--- src/rtl/player_gravity_controller.sv ---
// player_gravity_controller: fixed-point soul motion controller with four-way gravity,
// free mode and a FREE/GROUNDED/RISING/FALLING jump state machine.
module player_gravity_controller #(
    parameter int FRAC_BITS  = 4,
    parameter int START_X    = 320,
    parameter int START_Y    = 240,
    parameter int PLAYER_W   = 30,
    parameter int PLAYER_H   = 30,
    parameter int MOVE_SPEED = 18,
    parameter int JUMP_SPEED = 24,
    parameter int GRAVITY    = 12,
    parameter int MAX_FALL   = 560,
    parameter int JUMP_H     = 80
) (
    input  logic       clk_player_control,
    input  logic       reset,
    input  logic       switch_up,
    input  logic       switch_down,
    input  logic       switch_left,
    input  logic       switch_right,
    input  logic [9:0] game_display_x0,
    input  logic [9:0] game_display_y0,
    input  logic [9:0] game_display_x1,
    input  logic [9:0] game_display_y1,
    input  logic [2:0] gravity_direction,
    input  logic       is_collider_ground_player,
    input  logic [9:0] collider_ground_h_player,
    output logic [9:0] player_pos_x,
    output logic [9:0] player_pos_y,
    output logic [9:0] player_w,
    output logic [9:0] player_h,
    output logic       on_ground,
    output logic [1:0] player_state
);
    localparam int P = 10 + FRAC_BITS;
    localparam int S = P + 2;
    localparam logic signed [S-1:0] WU = S'(PLAYER_W << FRAC_BITS);
    localparam logic signed [S-1:0] HU = S'(PLAYER_H << FRAC_BITS);
    localparam logic signed [S-1:0] MS = S'(MOVE_SPEED);
    localparam logic signed [S-1:0] JS = S'(JUMP_SPEED);
    localparam logic signed [S-1:0] JH = S'(JUMP_H << FRAC_BITS);
    localparam logic signed [S-1:0] ZS = '0;
    localparam logic [S-1:0] GR = S'(GRAVITY);
    localparam logic [S-1:0] MF = S'(MAX_FALL);

    typedef enum logic [1:0] {FREE, GROUNDED, RISING, FALLING} state_t;

    state_t state_q, state_d;
    logic [P-1:0] pos_x_q, pos_y_q, pos_x_d, pos_y_d;
    logic [S-1:0] fall_speed_q, fall_speed_d, speed_sum;
    logic signed [S-1:0] apex_q, apex_d;
    logic [2:0] grav_q, grav;
    logic vert, far_floor, jump, lat_p, lat_n;
    logic signed [S-1:0] xs, ys, lo_x, hi_x, lo_y, hi_y, size, flr, wall;
    logic signed [S-1:0] a, b, a_n, b_n, rise, fall, lim, mx, my;

    function automatic logic signed [S-1:0] units(input logic [9:0] v);
        return $signed({{(S-10){1'b0}}, v}) <<< FRAC_BITS;
    endfunction

    // a = coordinate on the gravity axis, b = lateral coordinate; far_floor means floor at the high end
    always_comb begin
        grav         = gravity_direction > 3'd4 ? 3'd0 : gravity_direction;
        vert         = grav == 3'd1 || grav == 3'd3;
        far_floor    = grav == 3'd2 || grav == 3'd3;
        jump         = grav == 3'd1 ? switch_down : grav == 3'd2 ? switch_left :
                       grav == 3'd3 ? switch_up : switch_right;
        lat_p        = vert ? switch_right : switch_down;
        lat_n        = vert ? switch_left : switch_up;
        xs           = $signed({2'b00, pos_x_q});
        ys           = $signed({2'b00, pos_y_q});
        lo_x         = units(game_display_x0);
        hi_x         = units(game_display_x1) - WU;
        lo_y         = units(game_display_y0);
        hi_y         = units(game_display_y1) - HU;
        size         = vert ? HU : WU;
        a            = vert ? ys : xs;
        b            = vert ? xs : ys;
        flr          = is_collider_ground_player ? units(collider_ground_h_player) - (far_floor ? size : ZS) :
                       far_floor ? (vert ? hi_y : hi_x) : (vert ? lo_y : lo_x);
        wall         = far_floor ? (vert ? lo_y : lo_x) : (vert ? hi_y : hi_x);
        rise         = far_floor ? a - JS : a + JS;
        fall         = far_floor ? a + $signed(fall_speed_q >> FRAC_BITS) : a - $signed(fall_speed_q >> FRAC_BITS);
        lim          = far_floor ? (apex_q > wall ? apex_q : wall) : (apex_q < wall ? apex_q : wall);
        speed_sum    = fall_speed_q + GR;
        b_n          = b + (lat_p ? MS : ZS) - (lat_n ? MS : ZS);
        a_n          = a;
        state_d      = state_q;
        fall_speed_d = fall_speed_q;
        apex_d       = apex_q;
        mx           = xs;
        my           = ys;
        if (grav != grav_q) begin
            state_d      = grav == 3'd0 ? FREE : FALLING;
            fall_speed_d = '0;
            apex_d       = ZS;
        end else if (state_q == FREE) begin
            mx = xs + (switch_right ? MS : ZS) - (switch_left ? MS : ZS);
            my = ys + (switch_down ? MS : ZS) - (switch_up ? MS : ZS);
        end else begin
            if (state_q == GROUNDED) begin
                if (a != flr) begin
                    state_d      = FALLING;
                    fall_speed_d = '0;
                end else if (jump) begin
                    state_d = RISING;
                    apex_d  = far_floor ? a - JH : a + JH;
                end
            end else if (state_q == RISING) begin
                if (!jump || (far_floor ? rise <= lim : rise >= lim)) begin
                    a_n          = jump ? lim : a;
                    state_d      = FALLING;
                    fall_speed_d = '0;
                end else begin
                    a_n = rise;
                end
            end else begin
                fall_speed_d = speed_sum > MF ? MF : speed_sum;
                if (far_floor ? fall >= flr : fall <= flr) begin
                    a_n          = flr;
                    fall_speed_d = '0;
                    state_d      = GROUNDED;
                end else begin
                    a_n = fall;
                end
            end
            mx = vert ? b_n : a_n;
            my = vert ? a_n : b_n;
        end
        pos_x_d = P'(mx < lo_x ? lo_x : mx > hi_x ? hi_x : mx);
        pos_y_d = P'(my < lo_y ? lo_y : my > hi_y ? hi_y : my);
    end

    always_ff @(posedge clk_player_control) begin
        if (reset) begin
            state_q      <= FREE;
            pos_x_q      <= P'(START_X << FRAC_BITS);
            pos_y_q      <= P'(START_Y << FRAC_BITS);
            fall_speed_q <= '0;
            apex_q       <= ZS;
            grav_q       <= '0;
        end else begin
            state_q      <= state_d;
            pos_x_q      <= pos_x_d;
            pos_y_q      <= pos_y_d;
            fall_speed_q <= fall_speed_d;
            apex_q       <= apex_d;
            grav_q       <= grav;
        end
    end

    assign player_pos_x = pos_x_q[P-1:FRAC_BITS];
    assign player_pos_y = pos_y_q[P-1:FRAC_BITS];
    assign player_w     = 10'(PLAYER_W);
    assign player_h     = 10'(PLAYER_H);
    assign on_ground    = state_q == GROUNDED;
    assign player_state = state_q;
endmodule

--- config.mk ---
export PLATFORM = sky130hd
export DESIGN_NAME = player_gravity_controller
export DESIGN_NICKNAME = d
export VERILOG_FILES = /design/src/rtl/player_gravity_controller.sv
export SDC_FILE = /design/constraint.sdc
export NUM_CORES = 1
export LEC_CHECK = 0
export CAP_MARGIN = 15
export CORE_UTILIZATION = 55
export CTS_CLUSTER_SIZE = 12
export DETAILED_ROUTE_END_ITERATION = 6
export PLACE_DENSITY = 0.86
export SYNTH_ARGS = -nofsm -noshare
export SYNTH_HDL_FRONTEND = slang
export SYNTH_SLANG_ARGS = --single-unit
--- constraint.sdc ---
create_clock -name clk_player_control -period 25.7 [get_ports clk_player_control]
set_input_delay 5.14 -clock clk_player_control [delete_from_list [all_inputs] [get_ports clk_player_control]]
set_output_delay 5.14 -clock clk_player_control [all_outputs]
set_load 0.05 [all_outputs]
# Word level (Yosys, flattened, before mapping)
# Index checks and enable logic that the tools add are counted.
[totals]
regBits = 65
word_cells = 121
[classes]
n_addsub = 16
order_cmp = 12
eq_ne = 12
muxes = 58
bitwise = 2
reduce_logical = 13
[ops]
columns = ["cell", "count"]
rows = [
  ["16-bit two-way mux", 27],
  ["14-bit two-way mux", 7],
  ["15-bit by 5-bit subtractor with 16-bit output", 3],
  ["14-bit by 5-bit adder with 15-bit output", 3],
  ["16-bit >= comparator", 2],
  ["16-bit by 15-bit > comparator with 1-bit output", 2],
  ["16-bit less-or-equal comparator", 2],
  ["16-bit by 15-bit less-than comparator with 1-bit output", 2],
  ["5-bit two-way mux", 6],
  ["14-bit by 9-bit subtractor with 15-bit output (second input constant)", 2],
  ["2-bit two-way mux", 9],
  ["16-bit by 4-bit adder with 16-bit output (second input constant)", 1],
  ["16-bit by 10-bit > comparator with 1-bit output (second input constant)", 1],
  ["16-bit > comparator", 1],
  ["16-bit less-than comparator", 1],
  ["15-bit by 16-bit inequality test with 1-bit output", 1],
  ["14-bit by 11-bit adder with 15-bit output (second input constant)", 1],
  ["14-bit by 12-bit adder with 15-bit output", 1],
  ["14-bit by 5-bit adder with 15-bit output (second input constant)", 1],
  ["14-bit by 11-bit subtractor with 15-bit output (second input constant)", 1],
  ["14-bit by 12-bit subtractor with 15-bit output", 1],
  ["14-bit by 5-bit subtractor with 15-bit output (second input constant)", 1],
  ["14-bit by 9-bit subtractor with 15-bit output", 1],
  ["9-bit two-way mux", 1],
  ["other kinds (22)", 35],
]

# Longest topological paths before layout
[depth]
depth_word = 21
ltp_mapped = 46
mapped_depth_nobuf = 40

# Least setup slack after synthesis
# OpenSTA, ideal clock, no wires.
[synth_path]
path_type = "input -> register"
start = "input port gravity_direction[0]"
end = "register pos_x_q[13]"
setup_time_ps = 117
arrival_time_ps = 14353
required_time_ps = 25583
slack_ps = 11230
path_stages = 40
path_cell_list = "nor2b_1 > clkbuf_1 > clkbuf_1 > buf_2 > buf_2 > buf_1 > mux4_2 > inv_1 > ha_1 > a21oi_1 > maj3_2 > maj3_2 > a2111o_1 > a21oi_4 > or2_1 > buf_6 > buf_2 > mux2_2 > [4 not listed] > nor3_1 > nor2_1 > clkbuf_1 > or3_1 > o2111a_1 > o22ai_1 > o21ai_0 > a21boi_0 > ha_1 > nand3_1 > or3_1 > a2111oi_0 > o2111ai_2 > a21oi_1 > o32a_4 > buf_6 > mux2_4 > a22o_1"
[synth_between]
elab_chain_cells = 21
elab_cells_between_ends = 57
classes_between = "add/sub (7); order compare (9); eq/ne (4); mux (33); reduce/logical (4)"
[synth_lines]
columns = ["item", "line", "text"]
rows = [
  ["start: declaration", "25", "input logic [2:0] gravity_direction,"],
  ["3-bit > comparator", "63", "grav = gravity_direction > 3'd4 ? 3'd0 : gravity_direction;"],
  ["3-bit two-way mux *", "63", ""],
  ["3-bit by 1-bit == test with 1-bit output / 3-bit by 2-bit == test with 1-bit output (equally long branches)", "n/a", ""],
  ["1-bit logical OR", "64", "vert = grav == 3'd1 || grav == 3'd3;"],
  ["16-bit two-way mux / 14-bit two-way mux (equally long branches)", "80, 81", ""],
  ["16-bit two-way mux", "81", "wall = far_floor ? (vert ? lo_y : lo_x) : (vert ? hi_y : hi_x);"],
  ["16-bit less-than comparator / 16-bit > comparator (equally long branches)", "84", "lim = far_floor ? (apex_q > wall ? apex_q : wall) : (apex_q < wall ? apex_q : wall);"],
  ["16-bit two-way mux (2 in a row)", "84", ""],
  ["[4 not listed]", "n/a", ""],
  ["16-bit two-way mux", "109", "end else if (state_q == RISING) begin"],
  ["16-bit two-way mux", "101", "if (state_q == GROUNDED) begin"],
  ["16-bit two-way mux", "127", "mx = vert ? b_n : a_n;"],
  ["16-bit two-way mux", "97", "end else if (state_q == FREE) begin"],
  ["16-bit two-way mux *", "93", "if (grav != grav_q) begin"],
  ["16-bit by 15-bit > comparator with 1-bit output", "130", "pos_x_d = P'(mx < lo_x ? lo_x : mx > hi_x ? hi_x : mx);"],
  ["14-bit two-way mux", "130", ""],
  ["14-bit two-way mux *", "130", ""],
  ["end signal: assignment", "137", "pos_x_q <= P'(START_X << FRAC_BITS);"],
  ["end signal: assignment", "144", "pos_x_q <= pos_x_d;"],
  ["end: declaration", "49", "logic [P-1:0] pos_x_q, pos_y_q, pos_x_d, pos_y_d;"],
]
# Mark *: on every way between the ends. The rest lies on a longest branch, timed or not.
# A chain may end at the register's enable or synchronous reset.

# Worst setup path in the final report
[layout_path]
start = "input port gravity_direction[2]"
end = "register pos_x_q[7]"
# Same word-level chain as after synthesis.

==> flow_summary.ini <==
[run_status]
status = complete, no violations

[cts]
cts_inserted_buffers = 9
post_cts_buffers = 0
cts_root_buffer = clkbuf_16
cts_hold_buf = 0
cts_max_level = 3
clock_sinks = 63
path_clk_slew_ns = 0.06
cts_tree = built
clk_latency_ns = 0.37
cts_buffer_depth = 2
post_cts_resize_count = 0

[worst_hold_path]
holdCritStartpoint = fall_speed_q[3]
hold_class = reg2reg

[synth]
ys_warn_count = 0
synth_top_area_share_pct = 15.84
synthDistinctLibCells = 103
synthCells = 1762
avgSynthCellArea_um2 = 7.306
synth.area.top_cells = ha_1 16%, dfxtp_1 9.8%, xnor2_1 5.1%
synthArstFlopShare_pct = 0
synth-seq-cells = 63
ys.flop_type = dfxtp_1
syn_area_um2 = 12870
yosys.area.top_type = ha_1
synth_edf_count = 0
ys_seq_area_share_pct = 9.798

[worst_setup_path]
slowest_delay_ns = 0.83
crit_top_cell = ha_1
cp_data_required_time_ns = 25.94
end_kind = flip-flop
critPathKind = in2reg
cp_max_fo = 54
critPathLaunch = gravity_direction[2]
cpMaxStageDelayCell = clkdlybuf4s50_1
crit_family = compound AO/OA/AOI/OAI gates
crit_buf_inv = 4
critPathArrivalTime_ns = 17.01
cp-start-kind = input port
rr_startpoint = pos_y_q[7]

[routing]
post_drt_wl_per_cell_um = 24.80
dr.first_iter.drc_count = 1841
vias_per_cell = 6.782
wl_um = 52310
drc_errors = 0
firstDrtPassIters = 6
via_count = 14300
ant_nets = 0

[floorplanning]
rows = 55
core_area_um2 = 22780
initial_utilization_pct = 56.51
dieWidth_um = 155.0
fp.dieArea_um2 = 24020
io_pins = 103
die_h_um = 155.0

[global_route]
met3_usage_pct = 11.20
gr-total-overflow = 0
busiest_layer = met2
use_met1_pct = 60.35
track_usage_pct = 43.49
grt_max_degree = 57
grt_pass1_vias = 13120
grt.met2_usage_pct = 63.88
antenna_found_initial = 2
grt_pass1_wl_um = 78590

[place]
port_buffers = 82
place.gp.congestion = 1.054
dpl.hpwl_um = 42100

[timing]
skew_ns = 0.02055
finalSetupViolations = 0
fin_crit_sh_pct = 65.25
rsz0062_at_grt = false
tightest_slew_ns = 1.324
relSlewSlack_pct = 10.93
finalSetupTns_ns = 0
fin_crit_ns = 16.77
max_freq_ghz = 0.05963
hold_viol_final = 0
slew_viol_final = 0

[power]
comb_power_share_pct = 81.9
total_power_w = 0.001592
internal-power_w = 0.0006677
leakagePower_nw = 5.904
clockPowerShare_pct = 8.4
p_per_area_nw_per_um2 = 112.8
p_switching_w = 0.0009245
p_sw_share_pct = 58.06
seqPwrFrac_pct = 9.6
peakVddDrop_uv = 52.61

[layout]
drive_gt1_share_pct = 6.852
area_growth_pct = 9.623
final_cell_mix = 169 x inv_1, 163 x ha_1, 156 x nor2_1
fin_nets = 2025
mostFrequentLayoutCell = inv_1

[run]
maxCapViolations = 0
synth_stat cells (30+ instances only):
master	n
inv_1	169
ha_1	163
nor2_1	156
a21oi_1	123
nand2_1	119
o21ai_0	98
xnor2_1	75
dfxtp_1	63
nor3_1	53
clkbuf_1	46
nand3_1	43
buf_4	40
a21o_1	35
a211oi_1	30
per-layer routing:
layer	part of all wire [%]	wire, um
met5	0.032	17
met4	4.1	2161
met3	14	7242
met2	41	21250
met1	41	21640
worst register-to-register path, delay by kind of cell (launching register included):
kind | cells | cell delay (ns)
multiplexers | 1 | 0.35
flip-flops | 1 | 0.46
XOR/XNOR | 1 | 0.26
buffers and inverters | 3 | 0.86
AND/OR/NAND/NOR | 8 | 2.36
adder cells (fa/ha/maj) | 2 | 0.75
AO/OA/AOI/OAI | 14 | 4.74
final cells by class:
type | instances | area (um2)
antenna | 1 | 2.502
clock buffer | 9 | 225.2
clock inverter | 7 | 80.08
fill | 2162 | 8667
inverter | 171 | 641.9
multi-input combinational | 1434 | 10470
sequential | 63 | 1261
tap | 313 | 391.6
timing repair buffer | 111 | 1039
registers in the layout (all words and copies together) (netlist names):
signal,count
apex_q,16
fall_speed_q,14
grav_q,3
player_state,2
pos_x_q,14
pos_y_q,14
power groups by stage:
| stage | clock network (W) | logic, W | registers, W |
|---|---|---|---|
| after floorplan | 0 | 0.000925 | 0.000134 |
| after global placement | 0 | 0.00123 | 0.000152 |
| after detailed placement | 0 | 0.00124 | 0.000152 |
| after CTS | 0.000133 | 0.00125 | 0.000150 |
| after global routing | 0.000137 | 0.00139 | 0.000153 |
| final | 0.000134 | 0.00130 | 0.000154 |
logic make-up after synthesis:
family	count (synthesis)	synth area share, %
AO/OA/AOI/OAI	550	29.95
AND/OR/NAND/NOR	537	20.54
buffers and inverters	283	9.701
adder cells (fa/ha/maj)	178	17.97
XOR/XNOR	101	7.018
flip-flops	63	9.798
multiplexers	48	4.967
other	2	0.05834
through the flow:
step	setup WS [ns]	cell area [um2]	hold WS [ns]	util [%]	cells
floorplan	11.23	12940	0.4394	-	1780
global placement	9.350	13800	0.4669	60.60	2092
detailed placement	9.081	13800	0.4746	60.60	2092
CTS	9.412	14110	0.4828	61.94	2108
global route	8.612	14110	0.5159	61.95	2109
finish	8.931	14110	0.4817	61.95	2109
final timing paths:
| kind | endpoint | slack (ns) | cells past startpoint |
|---|---|---|---|
| worst max-delay path | pos_x_q[7] | 8.93 | 34 |
| worst min-delay path | fall_speed_q[3] | 0.48 | 2 |
| worst max register to register | pos_x_q[7] | 15.79 | 29 |
| worst min register to register | fall_speed_q[3] | 0.48 | 2 |
(Power assumes the default switching activity.)
==> RTL edit 1: new RTL, same flow settings <==
Change the parameter `FRAC_BITS` from 4 to 5.
--- a/src/rtl/player_gravity_controller.sv
+++ b/src/rtl/player_gravity_controller.sv
@@ -3,3 +3,3 @@
 module player_gravity_controller #(
-    parameter int FRAC_BITS  = 4,
+    parameter int FRAC_BITS  = 5,
     parameter int START_X    = 320,
Behaviour: not the same (Yosys sat finds a counterexample within 4 cycles, from zero or initial values and one cycle with reset high).
==> RTL edit 1 against the original RTL <==
  * Die area increased by 1.1%
  * Critical endpoint is now pos_x_q[11]
  * Power decreased by 13%
  * Area after synthesis increased by 1.1%
  * Routed wire length decreased by 12%
  * First-iteration DRC count increased by 9.5%
  * Design area increased by 0.48%
  * Setup slack improved by 0.13 ns
  * Sequential cell count increased by 4
  * Critical path type unchanged
==> RTL edit 1: results <==
group,metric,value,unit
status,run_status,"finished clean",
global_route,antenna_found_initial,0,
place,pre_cts_slack,9.04,ns
finish,finish.utilization,0.619,
yosys,synth_cells,1779,
global_route,grtUsageTotal,0.377,
finish,largest_register_ffs,17,
finish,drive_gt1_frac,0.0603,
finish,fin_nets,2043,
place,place_hpwl,36600,um
power,switchingPower,763,uW
drt,drt_wl_total,46200,um
timing,worst_pin_slew,1.04,ns
power,pwr-share-seq,0.108,
finish,insertedDiodeCount,0,
global_route,grt_start_max_net_pins,62,
power,power_frac_comb,0.798,
yosys,netlist_top_cells_count,"174 x inv_1, 167 x ha_1, 160 x nor2_1, 124 x a21oi_1, 124 x nand2_1",
global_route,grt_pass1_vias,13200,
worst_setup_path,critical_path_arrival,16.85,ns
worst_setup_path,critPathSlowestCell,"or4b_2",
yosys,synthTopCellsByArea,"ha_1 16%, dfxtp_1 10%, inv_1 5.0%",
timing,skew,0.00596,ns
drt,num_vias,14100,
yosys,synth_cell_types,101,
place,routabilityCongestion,1.05,
clock_tree,clock_latency,0.35,ns
global_route,grt_pass1_wl,71100,um
[RTL edit 1: cell type report]
class | instances | area share
multi-input cells | 1444 | 0.741
flip-flops and latches | 67 | 0.0946
repair buffers | 103 | 0.0690
inverters | 179 | 0.0474
well taps | 313 | 0.0276
clock buffers | 11 | 0.0171
clock inverters | 4 | 0.00362
[RTL edit 1: layer usage]
layer | vias to the layer above | routed length, um | track usage
li1 | 6466 | - | -
met1 | 6504 | 18500 | 0.493
met2 | 948 | 19200 | 0.571
met3 | 198 | 5640 | 0.0833
met4 | 0 | 2800 | 0.211
met5 | - | 0 | 0
[RTL edit 1: worst paths after layout]
check             cells after the start                  from          end  slack, ns
setup / recovery                     37  gravity_direction[2]  pos_x_q[11]       9.06
hold / removal                        2             apex_q[5]    apex_q[5]       0.52
hold reg to reg                       2             apex_q[5]    apex_q[5]       0.52
setup reg to reg                     34            pos_x_q[3]  pos_x_q[11]      15.53
[RTL edit 1: worst max-delay path: cells and delay by family]
family | cells | cell delay [ns]
buffers and inverters | 3 | 1.38
and+or+nand+nor | 10 | 3.73
adders and majority gates | 4 | 1.43
muxes | 2 | 0.82
AOI/OAI and AO/OA | 18 | 4.27
[RTL edit 1: cell families (layout without fill, tap and decap cells)]
kind of cell / count (synthesis) / after routing / synth area share
XOR/XNOR: 93 / 93 / 0.0632
other: 2 / 20 / 0.000577
flip-flops: 67 / 67 / 0.103
AO/OA/AOI/OAI: 529 / 529 / 0.278
multiplexers: 63 / 63 / 0.0650
buffers and inverters: 286 / 297 / 0.0966
AND/OR/NAND/NOR: 559 / 559 / 0.213
adder cells (fa/ha/maj): 180 / 180 / 0.180
==> RTL edit 2: new RTL, same flow settings <==
Made on the original files. Add an input register stage for `game_display_x1`, with the module's reset; this delays it by one clock. The other inputs are not delayed to match.
--- a/src/rtl/player_gravity_controller.sv
+++ b/src/rtl/player_gravity_controller.sv
@@ -47,2 +47,12 @@
 
+    logic [9:0] game_display_x1_q;
+
+    always_ff @(posedge clk_player_control) begin
+        if (reset) begin
+            game_display_x1_q <= '0;
+        end else begin
+            game_display_x1_q <= game_display_x1;
+        end
+    end
+
     state_t state_q, state_d;
@@ -72,3 +82,3 @@
         lo_x         = units(game_display_x0);
-        hi_x         = units(game_display_x1) - WU;
+        hi_x         = units(game_display_x1_q) - WU;
         lo_y         = units(game_display_y0);
Check against the original RTL: not equivalent (a bounded check fails within 4 cycles, from zero or initial values and one cycle with reset high).
==> RTL edit 2 against the original RTL <==
  * Design area down 2.2%
  * Power down 5.3%
  * First-iteration DRC count up 3.5%
  * Largest power group unchanged
  * Hold slack better by 0.039 ns
  * Highest routed layer unchanged
  * Critical endpoint is now pos_x_q[6]
  * Largest cell class unchanged
  * Sequential share of layout area up 1.7 points
  * Sequential power up 8%
  * Setup slack better by 0.37 ns
  * Sequential cell count up 10
  * Utilization down 0.84 points
  * Clock power up 16%
  * Area after synthesis down 2.1%
  * Synthesized cell count down 2.3%
  * Die area down 2.1%
  * Routed wire length down 8.6%
==> RTL edit 2: results <==
group,metric,value,unit
status,run_status,"finished clean",
yosys,synth_cell_types,96,
global_route,antenna_found_initial,1,
finish,nFillCells,2079,
place,placed_cell_area,13500,sq um
place,place_hpwl,38400,um
worst_setup_path,max_stage_delay,0.94,ns
timing,fin_crit_sh,0.638,
yosys,synthTopCellsByArea,"ha_1 16%, dfxtp_1 12%, a21oi_1 5.3%",
timing,skew,0.0180,ns
global_route,grt_pass1_wl,73600,um
finish,insertedDiodeCount,0,
worst_setup_path,reg2reg_to,"pos_x_q[6]",
drt,num_vias,13400,
worst_setup_path,critPathSlowestCell,"nor3_1",
yosys,yosysSeqAreaShare,0.116,
yosys,synth_cells,1722,
worst_setup_path,critPathMaxFanout,85,
place,routabilityCongestion,1.11,
worst_setup_path,timing.rr.start,"pos_x_q[2]",
yosys,netlist_top_cells_count,"163 x ha_1, 163 x nor2_1, 161 x inv_1, 134 x a21oi_1, 116 x nand2_1",
finish,regArea,1460,sq um
global_route,grtUsageTotal,0.407,
drt,drt_iter0_markers,1906,
power,max-vdd-ir-drop,0.0000537,V
drt,drt_wl_total,47800,um
worst_setup_path,ff2ff_setup_slack,15.64,ns
finish,drive_gt1_frac,0.0537,
min_path,holdPathEnd,"fall_speed_q[12]",
timing,slew_headroom,0.171,
-- RTL edit 2: metal layers --
layer,up-vias,GRT usage,routed length (um)
met3,186,0.109,6200
li1,6164,-,-
met2,904,0.591,19100
met5,-,0,13
met4,2,0.188,2550
met1,6187,0.557,20000
-- RTL edit 2: logic make-up (layout without fill, tap and decap cells) --
group,count (synthesis),in the layout,share of synthesized area
simple gates,525,525,0.201
compound gates,500,500,0.263
buf+inv,274,283,0.0956
fa+ha+maj,176,176,0.182
xor+xnor,98,98,0.0687
mux,74,74,0.0734
flops,73,73,0.116
other cells,2,20,0.000596
-- RTL edit 2: layout make-up --
class	count	area share
Clock inverter	5	0.00753
Tap cell	285	0.0259
Timing Repair Buffer	104	0.0715
Sequential cell	73	0.106
Clock buffer	10	0.0173
Multi-Input combinational cell	1393	0.727
Inverter	164	0.0446
-- RTL edit 2: where the power goes --
group          leakage, uW  internal [uW]  switching [uW]  total (uW)
clock             0.000169           97.1            57.8         155
sequential        0.000597            130            36.8         167
combinational      0.00522            433             753        1190
